## src/rtl/uart_tx_feeder_if.sv

```systemverilog
// Byte stream into the uart TX feeder.
// Transfer happens on a rising edge where s_valid && s_ready. The source holds s_data
// stable while s_valid is high and not yet accepted. s_ready does not depend on s_valid.
interface uart_tx_feeder_if;
  logic [7:0] s_data;
  logic       s_valid;
  logic       s_ready;

  modport master (output s_data, output s_valid, input s_ready);
  modport slave  (input s_data, input s_valid, output s_ready);
endinterface

```

## src/rtl/uart_tx_feeder.sv

```systemverilog
// Byte FIFO plus load sequencer feeding the uart TX load interface.
// Paces loads on tx_empty and flags a sticky error when the uart never goes busy.
module uart_tx_feeder #(
  parameter int DEPTH   = 16,
  parameter int AW      = 4,
  parameter int BUSY_TO = 15
) (
  input  logic             clk,
  input  logic             reset,
  uart_tx_feeder_if.slave  s,
  input  logic             flush,
  output logic             ld_tx_data,
  output logic [7:0]       tx_data,
  output logic             tx_enable,
  input  logic             tx_empty,
  output logic [AW:0]      level,
  output logic             idle,
  output logic             load_err,
  output logic [1:0]       dbg_state
);

  typedef enum logic [1:0] {
    IDLE      = 2'd0,
    LOAD      = 2'd1,
    WAIT_BUSY = 2'd2,
    WAIT_DONE = 2'd3
  } state_t;

  localparam int TW = $clog2(BUSY_TO + 1);

  state_t        state;
  logic [7:0]    mem [DEPTH];
  logic [AW-1:0] wr_ptr;
  logic [AW-1:0] rd_ptr;
  logic [TW-1:0] timer;
  logic          push;
  logic          pop;
  logic [AW:0]   level_next;

  assign dbg_state = state;

  // Flush wins over a same-cycle write; a same-cycle pop still takes the head byte.
  always_comb begin
    push       = s.s_valid && s.s_ready && !flush;
    pop        = (state == IDLE) && (level != '0) && tx_empty;
    level_next = level;
    if (flush)
      level_next = '0;
    else
      level_next = level + {{AW{1'b0}}, push} - {{AW{1'b0}}, pop};
  end

  always_ff @(posedge clk) begin
    if (push)
      mem[wr_ptr] <= s.s_data;
  end

  always_ff @(posedge clk) begin
    if (reset) begin
      state      <= IDLE;
      wr_ptr     <= '0;
      rd_ptr     <= '0;
      level      <= '0;
      timer      <= '0;
      s.s_ready  <= 1'b0;
      ld_tx_data <= 1'b0;
      tx_data    <= 8'h00;
      tx_enable  <= 1'b0;
      idle       <= 1'b1;
      load_err   <= 1'b0;
    end else begin
      level     <= level_next;
      s.s_ready <= (level_next != (AW+1)'(DEPTH));
      if (flush) begin
        wr_ptr <= '0;
        rd_ptr <= '0;
      end else begin
        if (push) wr_ptr <= wr_ptr + 1'b1;
        if (pop)  rd_ptr <= rd_ptr + 1'b1;
      end
      tx_enable  <= (state != IDLE) || (level != '0);
      idle       <= (state == IDLE) && (level == '0);
      ld_tx_data <= 1'b0;
      case (state)
        IDLE: begin
          if (pop) begin
            tx_data <= mem[rd_ptr];
            state   <= LOAD;
          end
        end
        LOAD: begin
          ld_tx_data <= 1'b1;
          timer      <= '0;
          state      <= WAIT_BUSY;
        end
        WAIT_BUSY: begin
          // A uart that never reports busy still counts the byte as sent.
          if (!tx_empty) begin
            state <= WAIT_DONE;
          end else if (timer == TW'(BUSY_TO - 1)) begin
            load_err <= 1'b1;
            state    <= IDLE;
          end else begin
            timer <= timer + 1'b1;
          end
        end
        WAIT_DONE: begin
          if (tx_empty) state <= IDLE;
        end
        default: state <= IDLE;
      endcase
    end
  end

endmodule

```

## src/flat_wrapper.sv

```systemverilog
// flat-port wrapper written by rule: the top's interface ports become plain ports
module uart_tx_feeder_flat 
#(
  parameter int DEPTH   = 16,
  parameter int AW      = 4,
  parameter int BUSY_TO = 15
)
  (clk, reset, flush, ld_tx_data, tx_data, tx_enable, tx_empty, level, idle, load_err, dbg_state, s_s_data, s_s_valid, s_s_ready);
  uart_tx_feeder_if s_i ();
  input  logic clk;
  input  logic reset;
  input  logic flush;
  output logic ld_tx_data;
  output logic [7:0] tx_data;
  output logic tx_enable;
  input  logic tx_empty;
  output logic [AW:0] level;
  output logic idle;
  output logic load_err;
  output logic [1:0] dbg_state;
  input wire logic [$bits(s_i.s_data)-1:0] s_s_data;
  input wire logic [$bits(s_i.s_valid)-1:0] s_s_valid;
  output wire logic [$bits(s_i.s_ready)-1:0] s_s_ready;
  assign s_i.s_data = s_s_data;
  assign s_i.s_valid = s_s_valid;
  assign s_s_ready = s_i.s_ready;
  uart_tx_feeder #(.DEPTH(DEPTH), .AW(AW), .BUSY_TO(BUSY_TO)) u_core (.clk(clk), .reset(reset), .s(s_i), .flush(flush), .ld_tx_data(ld_tx_data), .tx_data(tx_data), .tx_enable(tx_enable), .tx_empty(tx_empty), .level(level), .idle(idle), .load_err(load_err), .dbg_state(dbg_state));
endmodule
```

## config.mk

```make
export PLATFORM = sky130hd
export DESIGN_NAME = uart_tx_feeder_flat
export DESIGN_NICKNAME = d
export VERILOG_FILES = /design/src/rtl/uart_tx_feeder_if.sv /design/src/rtl/uart_tx_feeder.sv /design/src/flat_wrapper.sv
export SDC_FILE = /design/constraint.sdc
export NUM_CORES = 1
export LEC_CHECK = 0
export ABC_AREA = 1
export CAP_MARGIN = 15
export CORE_MARGIN = 3
export CORE_UTILIZATION = 50
export CTS_CLUSTER_SIZE = 16
export DETAILED_ROUTE_END_ITERATION = 10
export PLACE_DENSITY = 0.73
export SLEW_MARGIN = 5
export SYNTH_ARGS = -nofsm -noshare
export SYNTH_HDL_FRONTEND = slang
export SYNTH_SLANG_ARGS = --single-unit
export TNS_END_PERCENT = 50
```

## constraint.sdc

```tcl
create_clock -name clk -period 3.68 [get_ports clk]
set_input_delay 1.104 -clock clk [delete_from_list [all_inputs] [get_ports clk]]
set_output_delay 1.104 -clock clk [all_outputs]
set_load 0.01 [all_outputs]
```

# == Yosys cells after proc, flatten, opt, wreduce, memory -nomap -nowiden ==
# Memory sizes are Yosys's and may differ from the RTL's. A register that Yosys moved wholly into a read port is not among the register bits.
# Index checks and enable logic that the tools add are counted.
# totals
inputBits,13
elab_cells,55
ff_bits,24
mem_count,1
mem_bits_rw,128
# memory_table
memory,words,word_bits,read_ports,rd_clocked_by_memory_dff,write_ports,line_no,rtl
u_core.mem,16,8,1,1,1,uart_tx_feeder.sv:32,logic [7:0] mem [DEPTH];
# classes
n_reduce_logical,17
addsub,5
eq_ne,10
muxes,12
# op_table
op,n
$add 4x1->4 const B,3
$reduce_and 3->1,3
$mux 2,4
$mux 4,2
$pmux 2 s4,1
$pmux 4 s2,1
$ne 2x2->1 const B,3
$add 5x1->5,1
$logic_and 1x1->1,5
$logic_not 5->1,1
$mux 5,1
$ne 5x5->1 const B,1
$reduce_bool 5->1,1
$sub 5x1->5,1
$eq 2x2->1 const B,2
$eq 4x4->1 const B,1
$reduce_bool 2->1,2
$mux 1,3
$ne 3x2->1 const B,1
$eq 2x1->1 const B,1
$logic_not 2->1,1
$ne 2x1->1 const B,1
$reduce_and 2->1,1
$reduce_or 2->1,1
2 further kinds,2

# == Logic depth before layout (Yosys ltp) ==
# depth
ltp_word,6
ltp_mapped,20
ltp_nobuf,19

# == Worst setup path after synthesis ==
# No wires, ideal clock.
# synth_path
path_type,input -> register
startpoint,input tx_empty
endpoint,register u_core.s.s_ready
t_arrival_ps,2785
stages,16
setup_time_ps,119
path_buffers,1
required_time_ps,3561
setup_slack_ps,776
path_cell_list,nand3_2 inv_2 buf_4 ha_1 inv_1 ha_1 inv_1 fa_1 inv_1 nand2_1 nand2_1 nand2_1 nand3b_1 nand2_1 o21ai_0 nand2_1
# synth_between
elab_chain_len,4
# synth_rtl
item,line_no,rtl
from (decl),flat_wrapper.sv:16,input logic tx_empty;
$logic_and 1x1->1,uart_tx_feeder.sv:45,pop = (state == IDLE) && (level != '0) && tx_empty;
named net u_core.pop,uart_tx_feeder.sv:37,logic pop;
$sub 5x1->5,uart_tx_feeder.sv:50,"level_next = level + {{AW{1'b0}}, push} - {{AW{1'b0}}, pop};"
$mux 5,uart_tx_feeder.sv:47,if (flush)
$ne 5x5->1,uart_tx_feeder.sv:73,s.s_ready <= (level_next != (AW+1)'(DEPTH));
to (signal assigned),uart_tx_feeder.sv:73,
to (decl),uart_tx_feeder_if.sv:10,"modport slave (input s_data, input s_valid, output s_ready);"
# The timed path passes the listed nets, and every way through them passes these cells.
# A chain may end at the register's enable or synchronous reset.

# == Worst setup path in the final report ==
# layout_path
startpoint,input tx_empty
endpoint,register u_core.s.s_ready
# layout_between
elab_chain_len,4
# layout_rtl
item,line_no
$logic_and 1x1->1,uart_tx_feeder.sv:45
$sub 5x1->5,uart_tx_feeder.sv:50
$mux 5,uart_tx_feeder.sv:47
$ne 5x5->1,uart_tx_feeder.sv:73
# Every way passes these cells.

==> impl_results.html <==
<table>
<tr><th>Metric</th><th>Value</th></tr>
<tr><th colspan="2">Routing</th></tr>
<tr><td>DR iter-0 viols</td><td>540</td></tr>
<tr><td>Routed WL</td><td>15700 microns</td></tr>
<tr><td>Total number of vias</td><td>4959</td></tr>
<tr><td>Remaining DRCs</td><td>0</td></tr>
<tr><td>Remaining antenna violation count after routing</td><td>0</td></tr>
<tr><td>Post-DR wirelength/cell</td><td>between 15 and 20 microns</td></tr>
<tr><td>Router iterations before antenna repair</td><td>6</td></tr>
<tr><td>Average via count per standard cell</td><td>around 5.4</td></tr>
<tr><th colspan="2">Status</th></tr>
<tr><td>Status</td><td>completed</td></tr>
<tr><th colspan="2">Clocking</th></tr>
<tr><td>Sinks on the clock net</td><td>160</td></tr>
<tr><td>Clock edge transition at the registers on the reported setup and hold paths</td><td>0.06 ns</td></tr>
<tr><td>Number of instances resized during post-cts repair</td><td>0</td></tr>
<tr><td>CTS tree</td><td>yes</td></tr>
<tr><td>Post-CTS Repair Setup Buffers</td><td>0</td></tr>
<tr><td>Buffer type at the clock tree root</td><td>clkbuf_16</td></tr>
<tr><td>Clk_lat worst skew</td><td>0.43 ns</td></tr>
<tr><td>Number of H-tree levels</td><td>4</td></tr>
<tr><td>Number of hold buffers added after cts</td><td>0</td></tr>
<tr><td>Buffer depth of the longest clock path</td><td>2</td></tr>
<tr><td>Clock buffer count from CTS</td><td>17</td></tr>
<tr><th colspan="2">Power</th></tr>
<tr><td>Maximum resistive drop on vdd</td><td>469 uV</td></tr>
<tr><td>Leakage power figure</td><td>0.00330 uW</td></tr>
<tr><td>Power density over cell area</td><td>~640 nW/um^2</td></tr>
<tr><th colspan="2">Finish</th></tr>
<tr><td>Number of inserted diodes</td><td>0</td></tr>
<tr><td>Proportion of layout cells with a drive suffix above 1</td><td>5.87%</td></tr>
<tr><td>Area growth syn-to-layout</td><td>14.2%</td></tr>
<tr><td>Post-layout util</td><td>59.5%</td></tr>
<tr><td>Nets</td><td>764</td></tr>
<tr><th colspan="2">STA</th></tr>
<tr><td>Post-route worst setup slack</td><td>0.562 ns</td></tr>
<tr><td>Setup repair after global routing missed its margin</td><td>false</td></tr>
<tr><td>Number of endpoints failing setup at the final stage</td><td>0</td></tr>
<tr><td>Worst-case hold slack</td><td>0.480 ns</td></tr>
<tr><td>Highest clock frequency the design can meet</td><td>about 320 MHz</td></tr>
<tr><td>Max Transition Viols Final</td><td>0</td></tr>
<tr><td>Transition time at the pin with the least slew margin</td><td>1.06 ns</td></tr>
<tr><td>Post-route clock skew</td><td>0.00792 ns</td></tr>
<tr><td>Worst rel slew slack</td><td>just under 30%</td></tr>
<tr><td>Final-layout setup total negative slack</td><td>0 ns</td></tr>
<tr><td>Hold Violations, Final</td><td>0</td></tr>
<tr><td>Min cycle time layout</td><td>3.12 ns</td></tr>
<tr><td>Post-route clock period utilization</td><td>a little over four fifths</td></tr>
<tr><th colspan="2">Critical path</th></tr>
<tr><td>WS Path Type</td><td>in2reg</td></tr>
<tr><td>CP Data Arrival Time</td><td>3.43 ns</td></tr>
<tr><td>CP Capture Type</td><td>register</td></tr>
<tr><td>Required time worst endpoint</td><td>approximately 4 ns</td></tr>
<tr><td>Max FO, Critical Path</td><td>5</td></tr>
<tr><td>CP Launch Type</td><td>input port</td></tr>
<tr><td>Worst reg-to-reg setup slack</td><td>0.95 ns</td></tr>
<tr><th colspan="2">Yosys</th></tr>
<tr><td>Mean Syn Cell Area</td><td>9.86 sq um</td></tr>
<tr><td>Number of synthesized register bits</td><td>160</td></tr>
<tr><td>Dominant cells by area after synthesis</td><td>edfxtp_1 (55%), nand2_1 (12%), dfxtp_1 (9.1%)</td></tr>
<tr><td>Main flop type after synthesis</td><td>edfxtp_1</td></tr>
<tr><td>Top-area cell type share of the netlist area</td><td>54.8%</td></tr>
<tr><td>Synthesized netlist net count</td><td>738</td></tr>
<tr><td>Count of synthesis-stage warnings from yosys</td><td>0</td></tr>
<tr><td>Netlist area before placement</td><td>around 7000 sq um</td></tr>
<tr><td>Number of distinct library cells after synthesis</td><td>30</td></tr>
<tr><td>Number of enable-type register cells in the synthesized netlist</td><td>128</td></tr>
<tr><td>Synth area leader</td><td>edfxtp_1</td></tr>
<tr><td>Synthesized instance count</td><td>711</td></tr>
<tr><td>Share of synthesized registers carrying an async set or reset</td><td>0%</td></tr>
<tr><td>Sequential element share of the synthesized area</td><td>63.9%</td></tr>
<tr><th colspan="2">Floorplan</th></tr>
<tr><td>Floorplan die area</td><td>~15000 sq um</td></tr>
<tr><td>Starting utilization of the core area</td><td>52.1%</td></tr>
<tr><td>Standard-cell row count</td><td>42</td></tr>
<tr><td>CORE AREA</td><td>13500 sq um</td></tr>
<tr><td>Die width</td><td>124 microns</td></tr>
<tr><td>Die height</td><td>124 microns</td></tr>
<tr><td>Num ports</td><td>33</td></tr>
<tr><th colspan="2">Min path</th></tr>
<tr><td>Kind of path behind the tightest hold check</td><td>reg2reg</td></tr>
<tr><th colspan="2">Global routing</th></tr>
<tr><td>Maximum number of pins on one net before global-route repair</td><td>65</td></tr>
<tr><td>Global router's overall resource usage</td><td>21.0%</td></tr>
<tr><td>Global-route wire length before repair</td><td>25100 microns</td></tr>
<tr><td>Number of global-route vias before repair</td><td>just under 5000</td></tr>
<tr><td>Total congestion overflow after global routing</td><td>0</td></tr>
<tr><td>Antenna violations before repair</td><td>0</td></tr>
<tr><th colspan="2">Flow run</th></tr>
<tr><td>Max_cap viols</td><td>0</td></tr>
<tr><th colspan="2">Placement</th></tr>
<tr><td>HPWL Detailed</td><td>10200 microns</td></tr>
<tr><td>Pre-CTS worst setup slack</td><td>between 0.2 and 0.25 ns</td></tr>
<tr><td>Weighted congestion at the end of routability-driven global placement</td><td>0.919</td></tr>
<tr><td>Count of buffers from port buffering</td><td>32</td></tr>
</table>
==> through the flow <==
stage	std cells	power, uW	instance area (sq um)
3_3_place_gp	894	3270	7390
2_1_floorplan	711	2910	7010
6_report	926	5130	8010
3_5_place_dp	894	3310	7390
5_1_grt	926	5370	8010
4_1_cts	926	5130	8010
==> flip-flops by register name, indices dropped and copies added, names as in the netlist <==
signal             cells
u_core.timer           4
u_core.load_err        1
u_core.dbg_state       2
u_core.idle            1
u_core.mem           128
u_core.rd_ptr          4
u_core.wr_ptr          4
u_core.ld_tx_data      1
u_core.s.s_ready       1
u_core.level           5
u_core.tx_data         8
u_core.tx_enable       1
==> critical path: stages <==
cell and delay, ns:
clkdlybuf4s50_1 0.51, nand3_2 0.15, inv_2 0.09, ha_1 0.22
inv_1 0.06, ha_1 0.17, inv_1 0.06, fa_1 0.36
inv_1 0.10, nand2_1 0.06, nand2_1 0.06, nand2_1 0.06
nand3b_1 0.08, nand2_1 0.08, o21ai_0 0.18, nand2_1 0.08
==> cell usage in the layout (no fill, tap or decap) <==
cell / instances
inv_1: 98
or2_2: 1
inv_2: 4
nand3_2: 2
a31oi_1: 1
inv_4: 1
xnor2_1: 1
o2111a_1: 1
nor2_1: 29
ha_1: 13
nand3b_1: 2
xor2_1: 2
fa_1: 1
nand4_1: 3
clkinv_1: 4
clkbuf_16: 17
nand2_1: 230
buf_4: 4
o21ai_0: 7
o21ai_1: 1
clkinv_2: 2
dfxtp_1: 31
nand3_1: 100
clkinvlp_4: 2
clkdlybuf4s50_1: 32
or2_0: 1
inv_6: 2
nor2_2: 2
clkinv_4: 2
edfxtp_1: 128
dfxtp_2: 1
o21a_1: 8
bufinv_16: 4
a21oi_1: 13
==> metal layers <==
layer / track usage [%] / share of wire, %
met5: 0 / 0
met4: 9.67 / 3.7
met2: 33.9 / 48
met1: 26.3 / 41
met3: 5.79 / 7.8
==> report_power, final <==
group | internal [uW] | switching, uW | leakage, uW
registers | 2060 | 92.1 | 0.00141
logic | 435 | 715 | 0.00159
clock network | 1130 | 696 | 0.000296
==> synthesized netlist by cell type, types with 3 or more instances <==
library cell	number
nand2_1	230
edfxtp_1	128
nand3_1	100
inv_1	98
dfxtp_1	32
nor2_1	29
a21oi_1	13
buf_2	13
ha_1	13
buf_4	8
o21a_1	8
o21ai_0	7
buf_6	5
inv_2	4
nand4_1	3
==> worst paths after layout <==
kind	startpoint	endpoint	cells past startpoint
worst min-delay path	u_core.load_err$_SDFFE_PP0P_	u_core.load_err$_SDFFE_PP0P_	2
worst min register to register	u_core.load_err$_SDFFE_PP0P_	u_core.load_err$_SDFFE_PP0P_	2
worst max register to register	u_core.level[2]$_SDFF_PP0_	u_core.s.s_ready$_SDFF_PP0_	18
worst max-delay path	tx_empty	u_core.s.s_ready$_SDFF_PP0_	16
==> kinds of logic after synthesis <==
kind of cell             share of synthesized area, %
XOR/XNOR                                        0.375
buffers and inverters                            8.35
flip-flops                                       63.9
AND/OR/NAND/NOR                                  22.1
AO/OA/AOI/OAI                                    2.60
adder cells (fa/ha/maj)                          2.60
==> area by class of cell <==
| cell class | instances | area, sq um |
|---|---|---|
| fillers | 1126 | 5440 |
| inverters | 104 | 393 |
| repair buffers | 36 | 350 |
| clock buffers | 17 | 425 |
| flip-flops and latches | 160 | 4490 |
| clock inverters | 15 | 191 |
| multi-input cells | 418 | 1940 |
| well taps | 176 | 220 |
No activity file was read; power rests on OpenSTA's default activity.
